**config.mk**
```make
export PLATFORM = sky130hd
export DESIGN_NAME = rd_reconstruct
export DESIGN_NICKNAME = d
export VERILOG_FILES = /design/src/rtl/rd_reconstruct.sv
export SDC_FILE = /design/constraint.sdc
export NUM_CORES = 1
export LEC_CHECK = 0
export BUFFER_PORTS_ARGS = -buffer_cell sky130_fd_sc_hd__buf_4
export CAP_MARGIN = 20
export CORE_MARGIN = 3
export CORE_UTILIZATION = 60
export CTS_CLUSTER_DIAMETER = 60
export DETAILED_ROUTE_END_ITERATION = 6
export GPL_TIMING_DRIVEN = 0
export PLACE_DENSITY_LB_ADDON = 0.3
export SLEW_MARGIN = 5
export SYNTH_ARGS = -nofsm -noshare
export SYNTH_HDL_FRONTEND = slang
export SYNTH_SLANG_ARGS = --single-unit
export TNS_END_PERCENT = 5
```
**constraint.sdc**
```tcl
create_clock -name clk -period 7 [get_ports clk]
set_clock_uncertainty 0.1 [all_clocks]
set_input_delay 1.4 -clock clk [delete_from_list [all_inputs] [get_ports clk]]
set_output_delay 1.4 -clock clk [all_outputs]
set_load 0.03 [all_outputs]
```
**src/rtl/rd_reconstruct.sv**
```systemverilog
// Rebuilds dividend = quotient*divisor + remainder with a W-cycle shift-add multiply.
// Optional consistency flag on err when RD_RECON_CHECK_EN is defined.
module rd_reconstruct #(
    parameter int W = 8
) (
    input  logic             clk,
    input  logic             reset,
    input  logic             start,
    input  logic [W-1:0]     quotient,
    input  logic [W-1:0]     divisor,
    input  logic [W-1:0]     remainder,
    output logic [2*W-1:0]   dividend,
    output logic             busy,
    output logic             done
`ifdef RD_RECON_CHECK_EN
    ,
    output logic             err
`endif
);

    localparam int CW = $clog2(W);

    typedef enum logic [1:0] {
        IDLE = 2'd0,
        RUN  = 2'd1,
        DONE = 2'd2
    } state_t;

    state_t            state_r;
    logic [W-1:0]      mq_r;
    logic [2*W-1:0]    md_r;
    logic [2*W-1:0]    acc_r;
    logic [CW-1:0]     cnt_r;
    logic [2*W-1:0]    dividend_r;
    logic              busy_r;
    logic              done_r;
    logic [2*W-1:0]    acc_next_s;

`ifdef RD_RECON_CHECK_EN
    logic              inv_r;
    logic              err_r;

    // A remainder is only legal when the divisor is non-zero and the remainder is below it.
    function automatic logic operands_invalid(input logic [W-1:0] y, input logic [W-1:0] r);
        return (y == {W{1'b0}}) || (r >= y);
    endfunction
`endif

    // Partial-product accumulate for the current multiplier bit.
    always_comb begin
        acc_next_s = acc_r;
        if (mq_r[0]) begin
            acc_next_s = acc_r + md_r;
        end else begin
            acc_next_s = acc_r;
        end
    end

    // Control FSM, datapath registers and registered outputs.
    always_ff @(posedge clk) begin
        if (!reset) begin
            state_r    <= IDLE;
            mq_r       <= {W{1'b0}};
            md_r       <= {(2*W){1'b0}};
            acc_r      <= {(2*W){1'b0}};
            cnt_r      <= {CW{1'b0}};
            dividend_r <= {(2*W){1'b0}};
            busy_r     <= 1'b0;
            done_r     <= 1'b0;
`ifdef RD_RECON_CHECK_EN
            inv_r      <= 1'b0;
            err_r      <= 1'b0;
`endif
        end else begin
            case (state_r)
                IDLE: begin
                    done_r <= 1'b0;
                    if (start) begin
                        mq_r    <= quotient;
                        md_r    <= {{W{1'b0}}, divisor};
                        acc_r   <= {{W{1'b0}}, remainder};
                        cnt_r   <= {CW{1'b0}};
                        busy_r  <= 1'b1;
                        state_r <= RUN;
`ifdef RD_RECON_CHECK_EN
                        inv_r   <= operands_invalid(divisor, remainder);
`endif
                    end else begin
                        busy_r  <= 1'b0;
                        state_r <= IDLE;
                    end
                end
                RUN: begin
                    acc_r <= acc_next_s;
                    md_r  <= md_r << 1;
                    mq_r  <= mq_r >> 1;
                    cnt_r <= cnt_r + {{(CW-1){1'b0}}, 1'b1};
                    // The last step's add is folded straight into the published result.
                    if (cnt_r == CW'(W-1)) begin
                        dividend_r <= acc_next_s;
                        done_r     <= 1'b1;
                        state_r    <= DONE;
`ifdef RD_RECON_CHECK_EN
                        err_r      <= inv_r;
`endif
                    end else begin
                        state_r    <= RUN;
                    end
                end
                DONE: begin
                    done_r  <= 1'b0;
                    busy_r  <= 1'b0;
                    state_r <= IDLE;
                end
                default: begin
                    done_r  <= 1'b0;
                    busy_r  <= 1'b0;
                    state_r <= IDLE;
                end
            endcase
        end
    end

    assign dividend = dividend_r;
    assign busy     = busy_r;
    assign done     = done_r;
`ifdef RD_RECON_CHECK_EN
    assign err      = err_r;
`endif

endmodule
```
After elaboration in Yosys (flattened, before gate mapping)
Index checks and enable logic that the tools add are counted.
{ "totals": {"register_bits": 63, "out_inout_bits": 18, "elab_cells": 32} }
{ "classes": {"mux": 14, "n_addsub": 2, "n_eq_ne": 3, "n_reduce_logical": 5} }
{ "ops": {"columns": ["cell", "count"], "rows": [
  ["$pmux W16 S2", 2],
  ["$mux W16", 3],
  ["$add A16 B16 Y16", 1],
  ["$pmux W8 S2", 1],
  ["$mux W8", 1],
  ["$pmux W3 S2", 1],
  ["$reduce_and A2 Y1", 3],
  ["$pmux W2 S2", 1],
  ["$add A3 B1 Y3 const B", 1],
  ["$eq A3 B3 Y1 const B", 1],
  ["$mux W3", 1],
  ["$eq A2 B1 Y1 const B", 1],
  ["$logic_not A2 Y1", 1],
  ["$mux W1", 2],
  ["$mux W2", 1],
  ["$ne A2 B2 Y1 const B", 1],
  ["$pmux W1 S2", 1],
  ["$reduce_bool A2 Y1", 1]
]} }

Longest topological paths before layout
{ "logic_depth": {"word_depth": 3, "mapped_depth": 9, "depth_no_buf": 9} }

Least setup slack after synthesis
No wires, ideal clock.
{ "synth_timing": {"kind": "input-to-reg", "startpoint": "input port start", "endpoint": "register mq_r[0]", "required_ns": 6.783, "stages": 6, "slack_ns": 4.533, "arrival_ns": 2.250, "cell_sequence": "nor2_1 > nor2_2 > nor2_1 > clkbuf_1 > a22oi_1 > nand2_1"} }
{ "synth_between": {"elab_chain_cells": 2} }
{ "synth_rtl": {"columns": ["item", "line", "text"], "rows": [
  ["start: declaration", "8", "input logic start,"],
  ["$ne A2 B2 Y1 (no source line)", null, null],
  ["$reduce_and A2 Y1 (no source line)", null, null],
  ["end signal: assignment", "63", "mq_r <= {W{1'b0}};"],
  ["end signal: assignment", "79", "mq_r <= quotient;"],
  ["end signal: assignment", "96", "mq_r <= mq_r >> 1;"],
  ["end: declaration", "30", "logic [W-1:0] mq_r;"]
]} }
No other way between the ends.
A chain may end at the register's enable or synchronous reset.

Worst setup path after layout
{ "layout_timing": {"startpoint": "input port start", "endpoint": "register acc_r[6]"} }
{ "layout_between": {"elab_chain_cells": 2} }
{ "layout_rtl": {"columns": ["item", "line", "text"], "rows": [
  ["$ne A2 B2 Y1 (no source line)", null, null],
  ["$reduce_and A2 Y1 (no source line)", null, null],
  ["end signal: assignment", "65", "acc_r <= {(2*W){1'b0}};"],
  ["end signal: assignment", "81", "acc_r <= {{W{1'b0}}, remainder};"],
  ["end signal: assignment", "94", "acc_r <= acc_next_s;"],
  ["end: declaration", "32", "logic [2*W-1:0] acc_r;"]
]} }
No other way between the ends.

==> results.txt <==
* Result of the run: finished clean
- Crit. End Element: flop
- Worst-case vdd ir drop: ~0.18 mV
- Routed vias/inst: slightly above 6
* Count of yosys warnings during synthesis: 0
- Routed wirelength normalized by instance count: 17.32 um
- Clock Sink Count: 63
- The biggest area contributor in the post-synthesis netlist is sky130_fd_sc_hd__dfxtp_1.
* Min cycle time layout: between 2 and 3 ns
* Final setup viols: 0
- Syn nets: between 300 and 400
* Synthesized-area fraction occupied by ao, oa, aoi and oai cells: roughly 29%
* Slowest library cell on the worst path: sky130_fd_sc_hd__clkbuf_1
- Launching element type of the critical path: input pin
- The average instance in the mapped netlist occupies between 9 and 10 sq um.
- By startpoint and endpoint, the worst setup path is classified as input pin to flop.
- Entering global routing, the biggest net connects 11 pins.
- With fillers left out, the area of the finished cells amounts to 3800 sq um.
* Slew of the pin with the lowest slew margin: 0.8833 ns
- Area of the die: 6210 sq um
- Routability-driven placement finished with a final weighted congestion of 0.9389.
* Final setup slack of the worst path: about 4.2 ns
- The min-delay analysis places its worst path in the category flop to flop.
* WP data arrival: between 2 and 3 ns
- Summed over all layers, the routed wires come to just over 8000 um.
- The first global-routing pass estimated between 10,000 and 15,000 um of wire.
- Period utilization: between 30% and 40%
- Post-Synth Simple-Gate Area: roughly an eighth
- Count of input and output buffers: 44
- Xor-xnor portion of the synthesized cell area: ~4.2%
- Power density over cell area: 221.4 nW/um^2
- The number of global-route vias before repair was a little under 3,000.
- Post-Syn Instances: between 300 and 400
* H-tree levels: 3
* Num CTS Buffers: 9
- Y dimension of the die: around 80 um
- The final route contains around 2,900 vias.
* Clock edge transition at the registers on the reported setup and hold paths: around 0.060 ns
- At the later pin of the worst-skew pair, clock insertion delay measures between 0.3 and 0.4 ns.
- Antenna diode count: 0
- Total GRT Usage: between 20% and 30%
* Total placed instance area: roughly 3600 sq um
- The commonest cells after synthesis are 63 x sky130_fd_sc_hd__dfxtp_1, 37 x sky130_fd_sc_hd__nand2_1, 27 x sky130_fd_sc_hd__nor2_1.
- Synth top area cells: sky130_fd_sc_hd__dfxtp_1 40%, sky130_fd_sc_hd__ha_1 6.7%, sky130_fd_sc_hd__nand2_1 4.4%
- Number of max-slew violations in the final report: 0
* Mux cell area share after synthesis: approximately 4.8%
* Post-route DRC: 0
- Leak Pwr: between 1.5 and 2 nW
- For this configuration, the core starts out at a cell density of approximately 65%.
- Across the run, the number of max-cap violations was 0.
* Post-CTS setup buffer count: 0
- Data on the critical path is required at its endpoint by ~7.2 ns.
- In this run the count of I/O pins placed on the die edge is 45.
* Unrepaired setup endpoints after global routing: no
* Cell breakdown of the critical path: buf_4, o21ai_0, clkbuf_1, a22oi_1, o22ai_1
- The initial antenna violation count came to 0.
- EDFF count, synth: 0
- Combinational family with the most area after synthesis: compound AO/OA/AOI/OAI gates
- Summed negative setup slack over all endpoints: 0 ns
* Relative slew slack: around two fifths
- Maximum cell stage delay along the critical path: around 0.55 ns
- Total overflow reported by the global router: 0
- Grouping stages by cell kind, the critical path spends the most delay in compound AO/OA/AOI/OAI gates.
- CTS Buffer Depth: 2
- Together, buffers and inverters on the worst path number 2.
* Floorplan Core Area: just under 5000 sq um
* Share of synthesized registers carrying an async set or reset: 0%
- Peak fanout along the critical path: 10
* Hold slack: between 0.3 and 0.4 ns
- Fin. Hold Viols: 0
- CTS hold repair buffers: 0
- In the final design database the tool counted about 450 nets.
* TritonCTS clock tree: done
- Post-detailed-placement half-perimeter wirelength: approximately 5900 um
- After Yosys synthesis, full adders, half adders and majority gates account for under 10% of the synthesized area.
- The synthesized design contains 63 register bits.
* Final ANT Viol Nets: 0
- Among all flip-flop cells after synthesis, the most frequent one is sky130_fd_sc_hd__dfxtp_1.
* Post-synthesis instance area: roughly 3200 sq um
* Placement row count: 25
* Placement Setup Slack: roughly 4.0 ns
- Sequential cells were found to cover around two fifths of the synthesized design area.
* Detailed Route Iter0 Violations: about 190
- The synthesized design devotes to its leading area cell type 39.65% of total area.
- Most instantiated library cell after synthesis: sky130_fd_sc_hd__dfxtp_1
* Number of library cell types mapped by synthesis: 53
- Fraction of final layout cells sized beyond drive strength 1: 19.66%
* Die X-Extent: a little under 80 um
- Maximum achievable frequency: approximately 360 MHz
- Initial DRT Pass Iterations: 7
- The cell sitting at the root of the clock tree is a sky130_fd_sc_hd__clkbuf_8.
- CTS-repair resized insts: 0
- Relative to the synthesized area, the layout overhead comes to 19.47%.
## placed cells by master (no fill, tap or decap), types with 9 or more instances in the layout
cell and n:
sky130_fd_sc_hd__a211oi_1 12, sky130_fd_sc_hd__nor2_1 27, sky130_fd_sc_hd__mux2i_1 13, sky130_fd_sc_hd__clkbuf_1 16, sky130_fd_sc_hd__a22oi_1 16, sky130_fd_sc_hd__buf_4 44
sky130_fd_sc_hd__a22o_1 11, sky130_fd_sc_hd__o21ai_0 26, sky130_fd_sc_hd__ha_1 17, sky130_fd_sc_hd__a21oi_1 20, sky130_fd_sc_hd__clkbuf_8 9, sky130_fd_sc_hd__nand2_1 37
sky130_fd_sc_hd__dfxtp_1 63
## metrics by stage
| stage | instances | total power, mW | utilization (%) |
|---|---|---|---|
| 6_report | 479 | 0.8414 | 77.38 |
| 5_1_grt | 479 | 0.8776 | 77.38 |
| 4_1_cts | 479 | 0.8448 | 77.38 |
| 3_5_place_dp | 463 | 0.5104 | 73.20 |
| 3_3_place_gp | 463 | 0.5064 | 73.20 |
| 2_1_floorplan | 352 | 0.4723 | - |
## registers in the layout (all words and copies together), names as in the netlist
name and count:
acc_r 16, dividend 16, md_r 16, mq_r 8
cnt_r 3, state_r 2, busy 1, done 1
## where the power goes
group          internal (mW)  switching, mW  total [mW]  leakage (nW)
registers              0.374         0.0131       0.387         0.513
logic                 0.0497         0.0689       0.119          1.05
clock network          0.200          0.136       0.336         0.104
## metal layers
metal | vias to the layer above | GRT usage, % | part of all wire [%]
li1 | 1407 | - | -
met1 | 1376 | 36.21 | 42
met2 | 123 | 44.48 | 48
met3 | 27 | 7.937 | 7.1
met4 | 0 | 14.69 | 3.4
met5 | - | 0 | 0
## worst register-to-register path, delay by kind of cell (launching register included)
kind,cells,cell delay [ns]
compound gates,6,1.26
xor+xnor,1,0.24
fa+ha+maj,2,0.69
flops,1,0.35
## worst paths after layout
check,start,to,slack [ns],cells after the start
min,mq_r[1],mq_r[0],0.35,2
max,start,acc_r[6],4.23,5
min reg2reg,mq_r[1],mq_r[0],0.35,2
max reg2reg,md_r[0],dividend[14],4.25,9
## kinds of logic (layout without fill, tap and decap cells)
logic type / count (synthesis) / count (layout)
compound gates: 129 / 129
simple gates: 87 / 87
flops: 63 / 63
buf+inv: 27 / 87
fa+ha+maj: 18 / 18
mux: 15 / 15
xor+xnor: 13 / 13
## cell type report
| type | count | area (sq um) |
|---|---|---|
| fillers | 344 | 1111 |
| inverters | 7 | 26.28 |
| clock inverters | 4 | 70.07 |
| clock buffers | 12 | 135.1 |
| well taps | 67 | 83.83 |
| plain buffers | 20 | 82.58 |
| multi-input cells | 262 | 1810 |
| repair buffers | 44 | 330.3 |
| flip-flops and latches | 63 | 1261 |
(Power assumes the default switching activity.)
